===== config.mk =====
export PLATFORM = sky130hd
export DESIGN_NAME = axis_demux_2
export DESIGN_NICKNAME = d
export VERILOG_FILES = /design/src/rtl/axis_demux_2.sv
export SDC_FILE = /design/constraint.sdc
export NUM_CORES = 1
export LEC_CHECK = 0
export BUFFER_PORTS_ARGS = -buffer_cell sky130_fd_sc_hd__buf_4
export CORE_ASPECT_RATIO = 0.6
export CORE_MARGIN = 1.5
export CORE_UTILIZATION = 46
export DETAILED_ROUTE_END_ITERATION = 12
export PLACE_DENSITY = 0.75
export SLEW_MARGIN = 5
export SYNTH_ARGS = -nofsm -noshare
export SYNTH_HDL_FRONTEND = slang
export SYNTH_SLANG_ARGS = --single-unit

===== constraint.sdc =====
create_clock -name axis_clk -period 4.8 [get_ports axis_clk]
set_input_delay 0.48 -clock axis_clk [delete_from_list [all_inputs] [get_ports axis_clk]]
set_output_delay 0.48 -clock axis_clk [all_outputs]
set_load 0.02 [all_outputs]

===== src/rtl/axis_demux_2.sv =====
// 1-to-2 AXI-Stream packet demultiplexer: tdest on the first beat picks the port, held until tlast.
// Optional per-port packet counters are enabled with the AXIS_DEMUX_PKT_CNT_EN macro.
module axis_demux_2 #(
    parameter int DATA_W = 32,
    parameter int CNT_W  = 16
) (
    input  logic              axis_clk,
    input  logic              axis_reset_n,
    input  logic [DATA_W-1:0] s_axis_tdata,
    input  logic              s_axis_tvalid,
    output logic              s_axis_tready,
    input  logic              s_axis_tlast,
    input  logic              s_axis_tdest,
    output logic [DATA_W-1:0] m0_axis_tdata,
    output logic              m0_axis_tvalid,
    input  logic              m0_axis_tready,
    output logic              m0_axis_tlast,
    output logic [DATA_W-1:0] m1_axis_tdata,
    output logic              m1_axis_tvalid,
    input  logic              m1_axis_tready,
    output logic              m1_axis_tlast,
    output logic              busy
`ifdef AXIS_DEMUX_PKT_CNT_EN
    ,
    output logic [CNT_W-1:0]  pkt_cnt0,
    output logic [CNT_W-1:0]  pkt_cnt1
`endif
);

    typedef enum logic [1:0] {
        IDLE  = 2'd0,
        LOCK0 = 2'd1,
        LOCK1 = 2'd2
    } state_t;

    state_t              state_r;
    logic                busy_r;
    logic                tgt_s;
    logic                ready_s;
    logic                accept_s;
    logic                load0_s;
    logic                load1_s;
    logic                drain0_s;
    logic                drain1_s;
    logic                m0_valid_r;
    logic                m1_valid_r;
    logic                m0_last_r;
    logic                m1_last_r;
    logic [DATA_W-1:0]   m0_data_r;
    logic [DATA_W-1:0]   m1_data_r;

    // Target port: live tdest on a packet's first beat, the locked port afterwards.
    always_comb begin
        tgt_s = 1'b0;
        case (state_r)
            IDLE:    tgt_s = s_axis_tdest;
            LOCK0:   tgt_s = 1'b0;
            LOCK1:   tgt_s = 1'b1;
            default: tgt_s = 1'b0;
        endcase
    end

    // Upstream ready follows only the selected slot, so the other port never stalls us.
    always_comb begin
        ready_s = 1'b0;
        if (!axis_reset_n) begin
            ready_s = 1'b0;
        end else if (tgt_s) begin
            ready_s = !m1_valid_r || m1_axis_tready;
        end else begin
            ready_s = !m0_valid_r || m0_axis_tready;
        end
    end

    assign accept_s = s_axis_tvalid && ready_s;
    assign load0_s  = accept_s && !tgt_s;
    assign load1_s  = accept_s && tgt_s;
    assign drain0_s = m0_valid_r && m0_axis_tready;
    assign drain1_s = m1_valid_r && m1_axis_tready;

    // Packet lock state machine; busy is registered alongside the state.
    always_ff @(posedge axis_clk or negedge axis_reset_n) begin
        if (!axis_reset_n) begin
            state_r <= IDLE;
            busy_r  <= 1'b0;
        end else if (accept_s) begin
            case (state_r)
                IDLE: begin
                    if (!s_axis_tlast) begin
                        state_r <= s_axis_tdest ? LOCK1 : LOCK0;
                        busy_r  <= 1'b1;
                    end else begin
                        state_r <= IDLE;
                        busy_r  <= 1'b0;
                    end
                end
                LOCK0, LOCK1: begin
                    if (s_axis_tlast) begin
                        state_r <= IDLE;
                        busy_r  <= 1'b0;
                    end else begin
                        state_r <= state_r;
                        busy_r  <= 1'b1;
                    end
                end
                default: begin
                    state_r <= IDLE;
                    busy_r  <= 1'b0;
                end
            endcase
        end else begin
            state_r <= state_r;
            busy_r  <= busy_r;
        end
    end

    // Port-0 output slot: a load wins over a drain, giving back-to-back beats without bubbles.
    always_ff @(posedge axis_clk or negedge axis_reset_n) begin
        if (!axis_reset_n) begin
            m0_valid_r <= 1'b0;
            m0_data_r  <= {DATA_W{1'b0}};
            m0_last_r  <= 1'b0;
        end else if (load0_s) begin
            m0_valid_r <= 1'b1;
            m0_data_r  <= s_axis_tdata;
            m0_last_r  <= s_axis_tlast;
        end else if (drain0_s) begin
            m0_valid_r <= 1'b0;
        end else begin
            m0_valid_r <= m0_valid_r;
        end
    end

    // Port-1 output slot, same rule as port 0.
    always_ff @(posedge axis_clk or negedge axis_reset_n) begin
        if (!axis_reset_n) begin
            m1_valid_r <= 1'b0;
            m1_data_r  <= {DATA_W{1'b0}};
            m1_last_r  <= 1'b0;
        end else if (load1_s) begin
            m1_valid_r <= 1'b1;
            m1_data_r  <= s_axis_tdata;
            m1_last_r  <= s_axis_tlast;
        end else if (drain1_s) begin
            m1_valid_r <= 1'b0;
        end else begin
            m1_valid_r <= m1_valid_r;
        end
    end

`ifdef AXIS_DEMUX_PKT_CNT_EN
    logic [CNT_W-1:0] cnt0_r;
    logic [CNT_W-1:0] cnt1_r;

    // Count completed packets per port on the tlast handshake; wraps naturally.
    always_ff @(posedge axis_clk or negedge axis_reset_n) begin
        if (!axis_reset_n) begin
            cnt0_r <= {CNT_W{1'b0}};
            cnt1_r <= {CNT_W{1'b0}};
        end else begin
            if (drain0_s && m0_last_r) begin
                cnt0_r <= cnt0_r + {{(CNT_W-1){1'b0}}, 1'b1};
            end else begin
                cnt0_r <= cnt0_r;
            end
            if (drain1_s && m1_last_r) begin
                cnt1_r <= cnt1_r + {{(CNT_W-1){1'b0}}, 1'b1};
            end else begin
                cnt1_r <= cnt1_r;
            end
        end
    end

    assign pkt_cnt0 = cnt0_r;
    assign pkt_cnt1 = cnt1_r;
`else
    if (CNT_W > 0) begin : g_no_pkt_cnt
    end
`endif

    assign s_axis_tready  = ready_s;
    assign m0_axis_tvalid = m0_valid_r;
    assign m0_axis_tdata  = m0_data_r;
    assign m0_axis_tlast  = m0_last_r;
    assign m1_axis_tvalid = m1_valid_r;
    assign m1_axis_tdata  = m1_data_r;
    assign m1_axis_tlast  = m1_last_r;
    assign busy           = busy_r;

endmodule


==> metrics.cfg <==
[clock_network]
cts_resized=0
cts_tree=built
root_buffer=clkbuf_8
h-tree-depth=3
path_clk_slew_ns=0.07
clkLatencyLatePin_ns=0.34
postCtsSetupBuffers=0
clock-sinks=71
holdBufCountCts=0
cts_buffers=9
clk_path_buf_depth=2

[logic_synthesis]
synth_top_cell_by_area=dfrtp_1
yosysMostFrequentCell=dfrtp_1
syn_avg_cell_area_um2=17.2
synth.distinct_cells=21
synth_nets=211
syn-cell-area_um2=2910
syn_inst=169
yosys_most_used_dff=dfrtp_1
ys_warn_count=0
synth_top_area_share_pct=61.1
synth_seq_cells=71
ys_seq_area_share_pct=61.1
ys_top_cells_by_count=dfrtp_1, mux2_2, mux2_4
synthTopCellsByArea=dfrtp_1, mux2_2, mux2_4, buf_6, buf_12
synth_enable_flop_cells=0
async_flop_share_pct=100

[worst_setup_path]
critPathKind=reg2reg
critPathBufInv=1
endpoint_kind=register
critical_path_required_ns=5.01
cp_top_family=simple AND/OR/NAND/NOR gates
cpMaxStageDelayCell=and4b_2
worstPathCellList=inv_1, ha_1, a21oi_2, and4b_2, o22ai_1, mux2i_1
cp.arrival_ns=2.73
cp_max_fo=37
critPathLaunchType=register
critical-path-max-stage-delay_ns=1.12

[drt]
vias=1798
wl_mm=5.99
wire_per_inst_um=16.1
drt_iter0_markers=62
drcViolationCount=0
routed_via_density=4.85
drt_pass1_iterations=4
ant_nets=0

[global_routing]
overflow=0
grt_pass1_vias=1912
grt_max_degree=75
grt_pass1_wl_mm=9.76
antenna_found_initial=0
grt_use_total_pct=19.1

[floorplan]
die_area_um2=6820
die_h_um=64.6
core_area_um2=6110
die_w_um=106
num_rows=22
pin_count=109
start_util_pct=47.6

[sta]
worstMarginPinSlew_ns=1.19
hold_viol=0
fin_crit_sh_pct=52.4
slew_viol_final=0
max_slew_margin_pct=20.6
finalCriticalPeriod_ns=2.52
fmax_mhz=397
rsz0062_at_grt=false
final.setup.tns_ns=0
finalSetupViolCount=0
finClkSkew_ns=0.00738

[cells_and_area]
drive_gt1_share_pct=67.9
fin_nets=324
areaGrowthSynthToFinish_pct=35.2
final_cells=371
num-fill-cells=467
diodes=0
fin_util_pct=64.3

[power]
switchingPower_uw=1040
pwr-share-comb_pct=46.8
leakage_uw=0.00191
share_seq_of_total_power_pct=37.1
p_sw_share_pct=36.0
p_int_uw=1850
pwr-share-clk_pct=16.0
p_per_area_nw_per_um2=736
peakVddDrop_v=0.000376

[place]
post-dp-hpwl_mm=4.16
dp_cells=355
gp_congestion=0.820
portBuffers=108

[run]
drv_cap=0

[hold_path]
hp-class=in2async

[status]
status=completed

-- registers in the layout, indices dropped and copies added, names as in the netlist --
register / cells
busy: 1
m0_axis_tvalid: 1
m0_axis_tdata: 32
m1_axis_tvalid: 1
state_r: 2
m1_axis_tdata: 32
m1_axis_tlast: 1
m0_axis_tlast: 1
-- cells by family after synthesis --
kind of cell | after synthesis | share of synthesized area, %
AOI/OAI and AO/OA | 4 | 1.03
adders and majority gates | 3 | 1.29
buffers and inverters | 12 | 4.22
DFF | 71 | 61.1
muxes | 69 | 30.1
and+or+nand+nor | 10 | 2.28
-- worst reg2reg max path, delay by kind of cell (launching register included) --
kind | cells | cell delay (ns)
AO/OA/AOI/OAI | 2 | 0.40
AND/OR/NAND/NOR | 1 | 1.12
multiplexers | 1 | 0.19
adder cells (fa/ha/maj) | 1 | 0.20
flip-flops | 1 | 0.38
buffers and inverters | 1 | 0.10
-- layout by cell type (no fill, tap or decap), types with 2 or more instances in the layout --
master	netlist	final
inv_1	4	4
mux2_4	27	27
ha_1	3	3
o22ai_1	2	2
nand2_1	2	2
mux2_2	39	39
buf_4	1	110
clkbuf_8	0	10
clkinv_2	0	3
clkinvlp_4	0	2
nand2b_1	2	2
mux2i_1	3	3
dfrtp_1	71	71
-- layer usage --
metal / share of wire [%] / GRT usage [%]
met1: 50 / 27.1
met2: 41 / 26.7
met3: 7.9 / 8.45
met4: 0.90 / 4.56
met5: 0 / 0
-- final cells by class --
class / instances / area [um^2] / area share [%]
Multi-Input combinational cell: 86 / 1010 / 25.7
Clock inverter: 6 / 60.1 / 1.53
Tap cell: 84 / 105 / 2.67
Timing Repair Buffer: 110 / 826 / 21.0
Inverter: 4 / 15.0 / 0.382
Sequential cell: 71 / 1780 / 45.2
Clock buffer: 10 / 138 / 3.50
-- power groups by stage --
stage / clock, uW / sequential (uW) / combinational [uW]
after floorplan: 0 / 1420 / 436
after global placement: 0 / 1080 / 1340
after detailed placement: 0 / 1080 / 1370
after CTS: 477 / 1070 / 1370
after global routing: 509 / 1110 / 1430
final: 464 / 1070 / 1360
-- worst paths after layout --
kind / from / end / slack [ns] / cells after the start
setup / recovery: state_r[0] / state_r[0] / 2.28 / 6
hold / removal: axis_reset_n / m1_axis_tdata[30] / 0.34 / 2
setup reg to reg: state_r[0] / state_r[0] / 2.28 / 6
hold reg to reg: busy / busy / 0.51 / 1
max in group asynchronous: axis_reset_n / m1_axis_tvalid / 3.85 / 2
min in group axis_clk: s_axis_tdata[25] / m1_axis_tdata[25] / 0.38 / 2
-- through the flow --
stage	area (um^2)	total power, uW	hold slack (ns)	setup slack [ns]
2_1_floorplan	2910	1850	0.184	3.06
3_3_place_gp	3730	2420	0.494	1.95
3_5_place_dp	3730	2440	0.493	1.92
4_1_cts	3930	2920	0.361	2.25
5_1_grt	3930	3050	0.351	2.03
6_report	3930	2890	0.343	2.28
Power figures use the tool's default switching activity.
